===== config.mk =====
export PLATFORM = sky130hd
export DESIGN_NAME = cnn_maxpool2x2_flat
export DESIGN_NICKNAME = d
export VERILOG_FILES = /design/src/rtl/cnn_pkg.sv /design/src/rtl/cnn_maxpool2x2_if.sv /design/src/rtl/cnn_maxpool2x2_addr_gen.sv /design/src/rtl/cnn_maxpool2x2.sv /design/src/flat_wrapper.sv
export SDC_FILE = /design/constraint.sdc
export NUM_CORES = 1
export LEC_CHECK = 0
export ABC_AREA = 1
export CAP_MARGIN = 30
export CORE_MARGIN = 4
export CORE_UTILIZATION = 40
export CTS_BUF_LIST = sky130_fd_sc_hd__clkbuf_4
export CTS_CLUSTER_DIAMETER = 60
export DETAILED_ROUTE_END_ITERATION = 7
export GPL_ROUTABILITY_DRIVEN = 0
export GPL_TIMING_DRIVEN = 1
export PLACE_DENSITY = 0.69
export SYNTH_ARGS = -nofsm -noshare
export SYNTH_HDL_FRONTEND = slang
export SYNTH_SLANG_ARGS = --single-unit
export TNS_END_PERCENT = 50

===== constraint.sdc =====
create_clock -name clk -period 2.8 [get_ports clk]
set_input_delay 0.42 -clock clk [delete_from_list [all_inputs] [get_ports clk]]
set_output_delay 0.42 -clock clk [all_outputs]
set_load 0.01 [all_outputs]

===== src/rtl/cnn_pkg.sv =====
// cnn_pkg: shared constants, layer geometry and maxpool FSM state encoding.
package cnn_pkg;

    localparam int DATA_W = 16;

    localparam int P1_IN_W = 24;
    localparam int P1_CH   = 6;
    localparam int P2_IN_W = 8;
    localparam int P2_CH   = 16;

    typedef logic [2:0] mp_state_t;

    localparam mp_state_t S_IDLE = 3'd0;
    localparam mp_state_t S_A0   = 3'd1;
    localparam mp_state_t S_A1   = 3'd2;
    localparam mp_state_t S_A2   = 3'd3;
    localparam mp_state_t S_A3   = 3'd4;
    localparam mp_state_t S_CAP  = 3'd5;
    localparam mp_state_t S_WR   = 3'd6;
    localparam mp_state_t S_DONE = 3'd7;

    function automatic int cnt_w(int n);
        return (n < 2) ? 1 : $clog2(n);
    endfunction

endpackage


===== src/rtl/cnn_maxpool2x2_if.sv =====
// cnn_maxpool2x2_if: buffer read/write bus plus controller clear/done levels.
interface cnn_maxpool2x2_if #(
    parameter int DATA_W = 16,
    parameter int RD_AW  = 12,
    parameter int WR_AW  = 10
);
    logic              rd_clear;
    logic              wr_clear;
    logic [RD_AW-1:0]  rd_addr;
    logic [DATA_W-1:0] rd_data;
    logic              wr_en;
    logic [WR_AW-1:0]  wr_addr;
    logic [DATA_W-1:0] wr_data;
    logic              rd_done;
    logic              wr_done;

    modport master (
        input  rd_clear, wr_clear, rd_data,
        output rd_addr, wr_en, wr_addr, wr_data, rd_done, wr_done
    );

    modport slave (
        output rd_clear, wr_clear, rd_data,
        input  rd_addr, wr_en, wr_addr, wr_data, rd_done, wr_done
    );
endinterface


===== src/rtl/cnn_maxpool2x2_addr_gen.sv =====
// maxpool_addr_gen: window counters (ocol fastest, then orow, then ch) and tap/output addresses.
module maxpool_addr_gen #(
    parameter int IN_W     = 24,
    parameter int IN_H     = 24,
    parameter int CHANNELS = 6,
    parameter int RD_AW    = 12,
    parameter int WR_AW    = 10
) (
    input  logic             clk,
    input  logic             clear,
    input  logic             advance,
    output logic             last,
    output logic [RD_AW-1:0] tap_addr [4],
    output logic [WR_AW-1:0] out_addr
);
    import cnn_pkg::*;

    localparam int OW    = IN_W / 2;
    localparam int OH    = IN_H / 2;
    localparam int CW_C  = cnt_w(OW);
    localparam int CW_R  = cnt_w(OH);
    localparam int CW_CH = cnt_w(CHANNELS);

    logic [CW_C-1:0]  ocol;
    logic [CW_R-1:0]  orow;
    logic [CW_CH-1:0] ch;
    logic             col_end, row_end, ch_end;
    logic [31:0]      base;

    assign col_end = ocol == CW_C'(OW - 1);
    assign row_end = orow == CW_R'(OH - 1);
    assign ch_end  = ch == CW_CH'(CHANNELS - 1);
    assign last    = col_end && row_end && ch_end;

    assign base        = 32'(ch) * 32'(IN_W * IN_H) + 32'(orow) * 32'(2 * IN_W) + 32'(ocol) * 32'd2;
    assign tap_addr[0] = RD_AW'(base);
    assign tap_addr[1] = RD_AW'(base + 32'd1);
    assign tap_addr[2] = RD_AW'(base + 32'(IN_W));
    assign tap_addr[3] = RD_AW'(base + 32'(IN_W) + 32'd1);
    assign out_addr    = WR_AW'(32'(ch) * 32'(OW * OH) + 32'(orow) * 32'(OW) + 32'(ocol));

    // step to the next window, wrapping ocol, then orow, then ch
    always_ff @(posedge clk) begin
        if (clear) begin
            ocol <= '0;
            orow <= '0;
            ch   <= '0;
        end else if (advance) begin
            ocol <= col_end ? '0 : ocol + 1'b1;
            if (col_end) orow <= row_end ? '0 : orow + 1'b1;
            if (col_end && row_end) ch <= ch_end ? '0 : ch + 1'b1;
        end
    end

endmodule


===== src/rtl/cnn_maxpool2x2.sv =====
// cnn_maxpool2x2: 2x2 stride-2 max-pool engine, 6 cycles per output, no backpressure.
// Define MAXPOOL_RELU_EN to clamp negative pooled values to zero on write.
module cnn_maxpool2x2 #(
    parameter int DATA_W   = 16,
    parameter int IN_W     = 24,
    parameter int IN_H     = 24,
    parameter int CHANNELS = 6,
    parameter int RD_AW    = 12,
    parameter int WR_AW    = 10
) (
    input logic              clk,
    input logic              reset,
    cnn_maxpool2x2_if.master bus
);
    import cnn_pkg::*;

    if (IN_W % 2 != 0 || IN_H % 2 != 0) begin : g_odd_geom
        $error("cnn_maxpool2x2: IN_W and IN_H must be even");
    end
    if ((64'd1 << RD_AW) < 64'(IN_W * IN_H * CHANNELS)) begin : g_rd_aw
        $error("cnn_maxpool2x2: RD_AW too small for input map");
    end
    if ((64'd1 << WR_AW) < 64'((IN_W / 2) * (IN_H / 2) * CHANNELS)) begin : g_wr_aw
        $error("cnn_maxpool2x2: WR_AW too small for output map");
    end

    logic                     clr, last, in_tap;
    mp_state_t                state, state_nx;
    logic [RD_AW-1:0]         tap_addr [4];
    logic [RD_AW-1:0]         rd_addr_q;
    logic [WR_AW-1:0]         out_addr, wr_addr_q;
    logic signed [DATA_W-1:0] sample, max_q, max_upd, pooled, wr_data_q;
    logic                     wr_en_q, rd_done_q, wr_done_q;

    // any clear source restarts the whole engine; there is no partial resume
    assign clr     = reset | bus.rd_clear | bus.wr_clear;
    assign sample  = $signed(bus.rd_data);
    assign max_upd = (sample > max_q) ? sample : max_q;
`ifdef MAXPOOL_RELU_EN
    assign pooled  = max_upd[DATA_W-1] ? '0 : max_upd;
`else
    assign pooled  = max_upd;
`endif

    assign in_tap      = (state >= S_A0) && (state <= S_A3);
    assign bus.rd_addr = in_tap ? tap_addr[2'(state - S_A0)] : rd_addr_q;
    assign bus.wr_en   = wr_en_q;
    assign bus.wr_addr = wr_addr_q;
    assign bus.wr_data = wr_data_q;
    assign bus.rd_done = rd_done_q;
    assign bus.wr_done = wr_done_q;

    maxpool_addr_gen #(
        .IN_W     (IN_W),
        .IN_H     (IN_H),
        .CHANNELS (CHANNELS),
        .RD_AW    (RD_AW),
        .WR_AW    (WR_AW)
    ) u_addr_gen (
        .clk      (clk),
        .clear    (clr),
        .advance  (state == S_WR),
        .last     (last),
        .tap_addr (tap_addr),
        .out_addr (out_addr)
    );

    // fixed six-state window sequence; IDLE is only left while no clear is active
    always_comb begin
        state_nx = state;
        case (state)
            S_IDLE:  state_nx = S_A0;
            S_A0:    state_nx = S_A1;
            S_A1:    state_nx = S_A2;
            S_A2:    state_nx = S_A3;
            S_A3:    state_nx = S_CAP;
            S_CAP:   state_nx = S_WR;
            S_WR:    state_nx = last ? S_DONE : S_A0;
            default: state_nx = S_DONE;
        endcase
    end

    // state register and read-address hold between tap phases
    always_ff @(posedge clk) begin
        if (clr) begin
            state     <= S_IDLE;
            rd_addr_q <= '0;
        end else begin
            state     <= state_nx;
            rd_addr_q <= bus.rd_addr;
        end
    end

    // running max over the taps (data lags address by one cycle), write strobe and done flags
    always_ff @(posedge clk) begin
        if (clr) begin
            max_q     <= '0;
            wr_en_q   <= 1'b0;
            wr_addr_q <= '0;
            wr_data_q <= '0;
            rd_done_q <= 1'b0;
            wr_done_q <= 1'b0;
        end else begin
            if (state == S_A1) max_q <= sample;
            else if (state == S_A2 || state == S_A3 || state == S_CAP) max_q <= max_upd;
            wr_en_q <= state == S_CAP;
            if (state == S_CAP) begin
                wr_addr_q <= out_addr;
                wr_data_q <= pooled;
            end
            if (state == S_CAP && last) rd_done_q <= 1'b1;
            if (state == S_WR && last) wr_done_q <= 1'b1;
        end
    end

endmodule


===== src/flat_wrapper.sv =====
// flat-port wrapper written by rule: the top's interface ports become plain ports
module cnn_maxpool2x2_flat import cnn_pkg::*;
#(
    parameter int DATA_W   = 16,
    parameter int IN_W     = 24,
    parameter int IN_H     = 24,
    parameter int CHANNELS = 6,
    parameter int RD_AW    = 12,
    parameter int WR_AW    = 10
)
  (clk, reset, bus_rd_clear, bus_wr_clear, bus_rd_data, bus_rd_addr, bus_wr_en, bus_wr_addr, bus_wr_data, bus_rd_done, bus_wr_done);
  cnn_maxpool2x2_if #(.DATA_W(DATA_W), .RD_AW(RD_AW), .WR_AW(WR_AW)) bus_i ();
  input logic clk;
  input logic reset;
  input wire logic [$bits(bus_i.rd_clear)-1:0] bus_rd_clear;
  input wire logic [$bits(bus_i.wr_clear)-1:0] bus_wr_clear;
  input wire logic [$bits(bus_i.rd_data)-1:0] bus_rd_data;
  output wire logic [$bits(bus_i.rd_addr)-1:0] bus_rd_addr;
  output wire logic [$bits(bus_i.wr_en)-1:0] bus_wr_en;
  output wire logic [$bits(bus_i.wr_addr)-1:0] bus_wr_addr;
  output wire logic [$bits(bus_i.wr_data)-1:0] bus_wr_data;
  output wire logic [$bits(bus_i.rd_done)-1:0] bus_rd_done;
  output wire logic [$bits(bus_i.wr_done)-1:0] bus_wr_done;
  assign bus_i.rd_clear = bus_rd_clear;
  assign bus_i.wr_clear = bus_wr_clear;
  assign bus_i.rd_data = bus_rd_data;
  assign bus_rd_addr = bus_i.rd_addr;
  assign bus_wr_en = bus_i.wr_en;
  assign bus_wr_addr = bus_i.wr_addr;
  assign bus_wr_data = bus_i.wr_data;
  assign bus_rd_done = bus_i.rd_done;
  assign bus_wr_done = bus_i.wr_done;
  cnn_maxpool2x2 #(.DATA_W(DATA_W), .IN_W(IN_W), .IN_H(IN_H), .CHANNELS(CHANNELS), .RD_AW(RD_AW), .WR_AW(WR_AW)) u_core (.clk(clk), .reset(reset), .bus(bus_i));
endmodule

==> results of run 1 <==
[worst max path at each step]
stage / slack [ps] / to / from / depth (start not counted)
6_report: -620 / bus_rd_addr[11] / u_core.u_addr_gen.orow[1]$_SDFFE_PP0P_ / 13
5_1_grt: -750 / bus_rd_addr[11] / u_core.u_addr_gen.orow[1]$_SDFFE_PP0P_ / 13
4_1_cts: -650 / bus_rd_addr[11] / u_core.u_addr_gen.orow[1]$_SDFFE_PP0P_ / 13
3_5_place_dp: -690 / bus_rd_addr[11] / u_core.u_addr_gen.orow[1]$_SDFFE_PP0P_ / 13
3_3_place_gp: -590 / bus_rd_addr[11] / u_core.u_addr_gen.orow[1]$_SDFFE_PP0P_ / 15
2_1_floorplan: 30 / bus_rd_addr[11] / u_core.u_addr_gen.orow[1]$_SDFFE_PP0P_ / 13
[through the flow]
stage	setup WS (ps)	setup TNS [ps]
detailed placement	-693	-2910
global route	-752	-4180
global placement	-594	-2620
CTS	-655	-4480
finish	-620	-3150
floorplan	28.2	0
[metal layers]
metal	GRT usage, %	vias up
met1	22.9	2113
met3	5.66	26
li1	-	2296
met2	32.8	144
met5	0	-
met4	6.73	0
[worst min-delay path, stage by stage, from the launching register on]
cell	delay (ps)
dfxtp_1	320
nand2_1	70
a21oi_1	60
[kinds of logic after synthesis]
| family | after synthesis |
|---|---|
| AO/OA/AOI/OAI | 102 |
| XOR/XNOR | 10 |
| adder cells (fa/ha/maj) | 37 |
| buffers and inverters | 123 |
| flip-flops | 71 |
| AND/OR/NAND/NOR | 295 |
[where the power goes]
group	switching [W]	total, W	internal [W]
combinational	0.000176	0.000299	0.000123
clock	0.000413	0.000776	0.000362
sequential	0.00000207	0.00101	0.00101
total	0.000592	0.00209	0.00150
[sequential cells by signal, summed over array words and instances, names as in the netlist]
signal                  cells
u_core.bus.wr_data         16
u_core.max_q               16
u_core.rd_addr_q           12
u_core.bus.wr_addr         10
u_core.u_addr_gen.ocol      4
u_core.u_addr_gen.orow      4
u_core.state                3
u_core.u_addr_gen.ch        3
u_core.bus.rd_done          1
u_core.bus.wr_done          1
u_core.bus.wr_en            1
[layout make-up]
class,instances,area (um2)
Tap cell,140,175
Timing Repair inverter,1,7.51
Fill cell,1006,4830
Clock inverter,7,97.6
Sequential cell,71,1430
Multi-Input combinational cell,444,2870
Timing Repair Buffer,126,1120
Inverter,101,383
Clock buffer,9,67.6
[cells in the final DEF, fill, tap and decap left out, types with 9 or more instances in the layout]
master	n
a21oi_1	32
a21oi_2	12
a22oi_1	16
buf_4	61
clkbuf_4	9
clkdlybuf4s50_1	49
dfxtp_1	67
ha_1	28
inv_1	98
nand2_1	127
nand2_2	12
nand2_4	13
nand3_1	19
nand3_2	14
nand4_1	21
nor2_1	72
o21ai_0	13
[timing repair]
| action | in CTS | in global routing |
|---|---|---|
| hold endpoints to repair | 0 | 0 |
| cloned | 0 | 1 |
| setup buffers | 7 | 8 |
| resized for setup | 47 | 41 |
| setup endpoints to repair | 12 | 14 |
| pin swaps | 18 | 21 |
| hold buffers | 0 | 0 |
==> results by group, run 1 <==
Routing
  – DR vias/cell: 5.09
  – DR iter-0 viols: 292
  – WL met3: 710 um
  – Avg WL per Cell: 14.1 um
  – Post-route ant nets: 0
  – Met1 Wirelength: 5370 um
  – DRC: 0
  – Top Metal Used: met4
  – Vias after detailed routing: 4579
  – WL final: 12700 um
  – Met2 Wirelength: 6380 um
  – DR pass1 iterations: 5

STA
  – Fmax: 292 MHz
  – RSZ-0062 raised after global routing: true
  – Setup ws final: -620 ps
  – Hold slack: 481 ps
  – Setup Skew: 13.0 ps
  – Period Utilization, post-route: 122%
  – Slew Viols, Final: 0
  – Final Critical Period: 3420 ps
  – Final hold viol count: 0
  – Worst-margin pin slew: 765 ps
  – Final setup violation count: 7
  – Max-slew headroom: 48.9%

Worst setup path
  – CP Cell Sequence: ha_4 -> fa_2 -> ha_4 -> buf_6 -> nand3_1 -> nand2_2 -> xnor2_2 -> nor2_2 -> nand2_1 -> o21bai_1 -> nand3_1 -> nand2_2 -> buf_6
  – Register-to-register setup slack: 70 ps
  – CP Capture Type: output port
  – CP startpoint kind: flop
  – Worst EP required: 2380 ps
  – RR Endpoint: u_core.rd_addr_q[9]$_SDFF_PP0_
  – Worst Path Arrival: 3000 ps
  – Crit-path leading delay family: adder cells
  – Critical R2R Launch: u_core.u_addr_gen.orow[1]$_SDFFE_PP0P_
  – Critical Path Fanout Max: 6
  – Worst Path Buf+Inv: 2
  – Critical path class: reg -> out
  – CP peak stage delay: 550 ps
  – Slowest cell on the critical path: fa_2
  – Cell count of the worst reg-to-reg path: 14

Logic synthesis
  – Async set-or-reset flop fraction in the synthesized netlist: 0%
  – Largest family of logic cells by synthesized area: simple AND/OR/NAND/NOR gates
  – Mapped Cells: 638
  – Syn nets: 695
  – Post-synthesis cell type count: 41
  – Synthesized cell area: 4540 um2
  – Yosys top cell area share: 31.3%
  – Number of synthesized flops with an enable pin: 0
  – Main synth FF type: dfxtp_1
  – Yosys reg bits: 71
  – Simple-gate share of the synthesized area: 30.9%
  – Yosys warns: 0
  – Leading area contributor after synthesis: dfxtp_1
  – Most numerous cell in the Yosys netlist: nand2_1
  – Post-Syn Area per Cell: 7.12 um2
  – Post-synthesis compound-gate area fraction: 14.1%
  – Synth Area in XOR/XNOR: 2.09%
  – Mux share of post-synthesis cell area: 0%
  – Synth cell count leaders: nand2_1 (136), inv_1 (100), nor2_1 (78)
  – Register area share after synthesis: 31.3%
  – Area contributors post-synth: dfxtp_1 (31%), nand2_1 (11%), ha_1 (9.6%)
  – Adder-Cell Fraction of Synth Area: 10.5%

CTS
  – Clock tree from TritonCTS: done
  – H-tree depth: 3
  – CTS max path bufs: 2
  – CTS sink count: 71
  – CTS Buf Count: 9
  – Clock transition at the registers of the reported paths: 130 ps
  – Skew-Pair Late Insertion Delay: 440 ps
  – Root Buffer: clkbuf_4

Floorplan
  – Die Ht: 115 um
  – Die X: 115 um
  – Die Area: 13100 um2
  – Placeable core region: 11000 um2
  – Starting Density: 41.3%
  – I/O pins: 61
  – Floorplan row count: 38

Final layout
  – Layout Nets: 811
  – Final std cells w/o fill: 899
  – Layout cell share with drive strength beyond 1: 23.2%
  – Post-Layout Inst Area: 6160 um2
  – Area Overhead vs Synth: 35.6%
  – Antenna Cells: 0
  – Layout Utilization: 56.0%

Outcome
  – Violated checks: negative setup slack
  – Outcome: complete, but fails checks

Placed design
  – Port Buffers: 60
  – Placed cell area: 5610 um2
  – Dpl cells: 867
  – HPWL Detailed: 8710 um

Global routing
  – Total grt overflow: 0
  – First-pass GRT wire length: 20500 um
  – Largest net degree at the start of global routing: 30
  – Vias in the first global route: 4525
  – Gr usage total: 19.2%
  – Antenna violations before repair: 0

Power and ir drop
  – Peak supply drop: 0.237 mV
  – Lkg Pwr: 2.75 nW
  – PD cells: 339 nW/um2
  – Overall Power: 0.00209 W

Worst hold path
  – Hold path cells: 2
  – Hold Crit Class: reg -> reg
  – Hold Startpoint: u_core.rd_addr_q[5]$_SDFF_PP0_
  – Worst hold endpoint: u_core.rd_addr_q[5]$_SDFF_PP0_

Flow run
  – Max_cap viols: 0
No activity file was read; power rests on OpenSTA's default activity.
==> run 2: changes to the inputs <==
CAP_MARGIN = not set   (was 30)
==> results of run 2 <==
Final layout, timing and power as in run 1 (identical DEF).
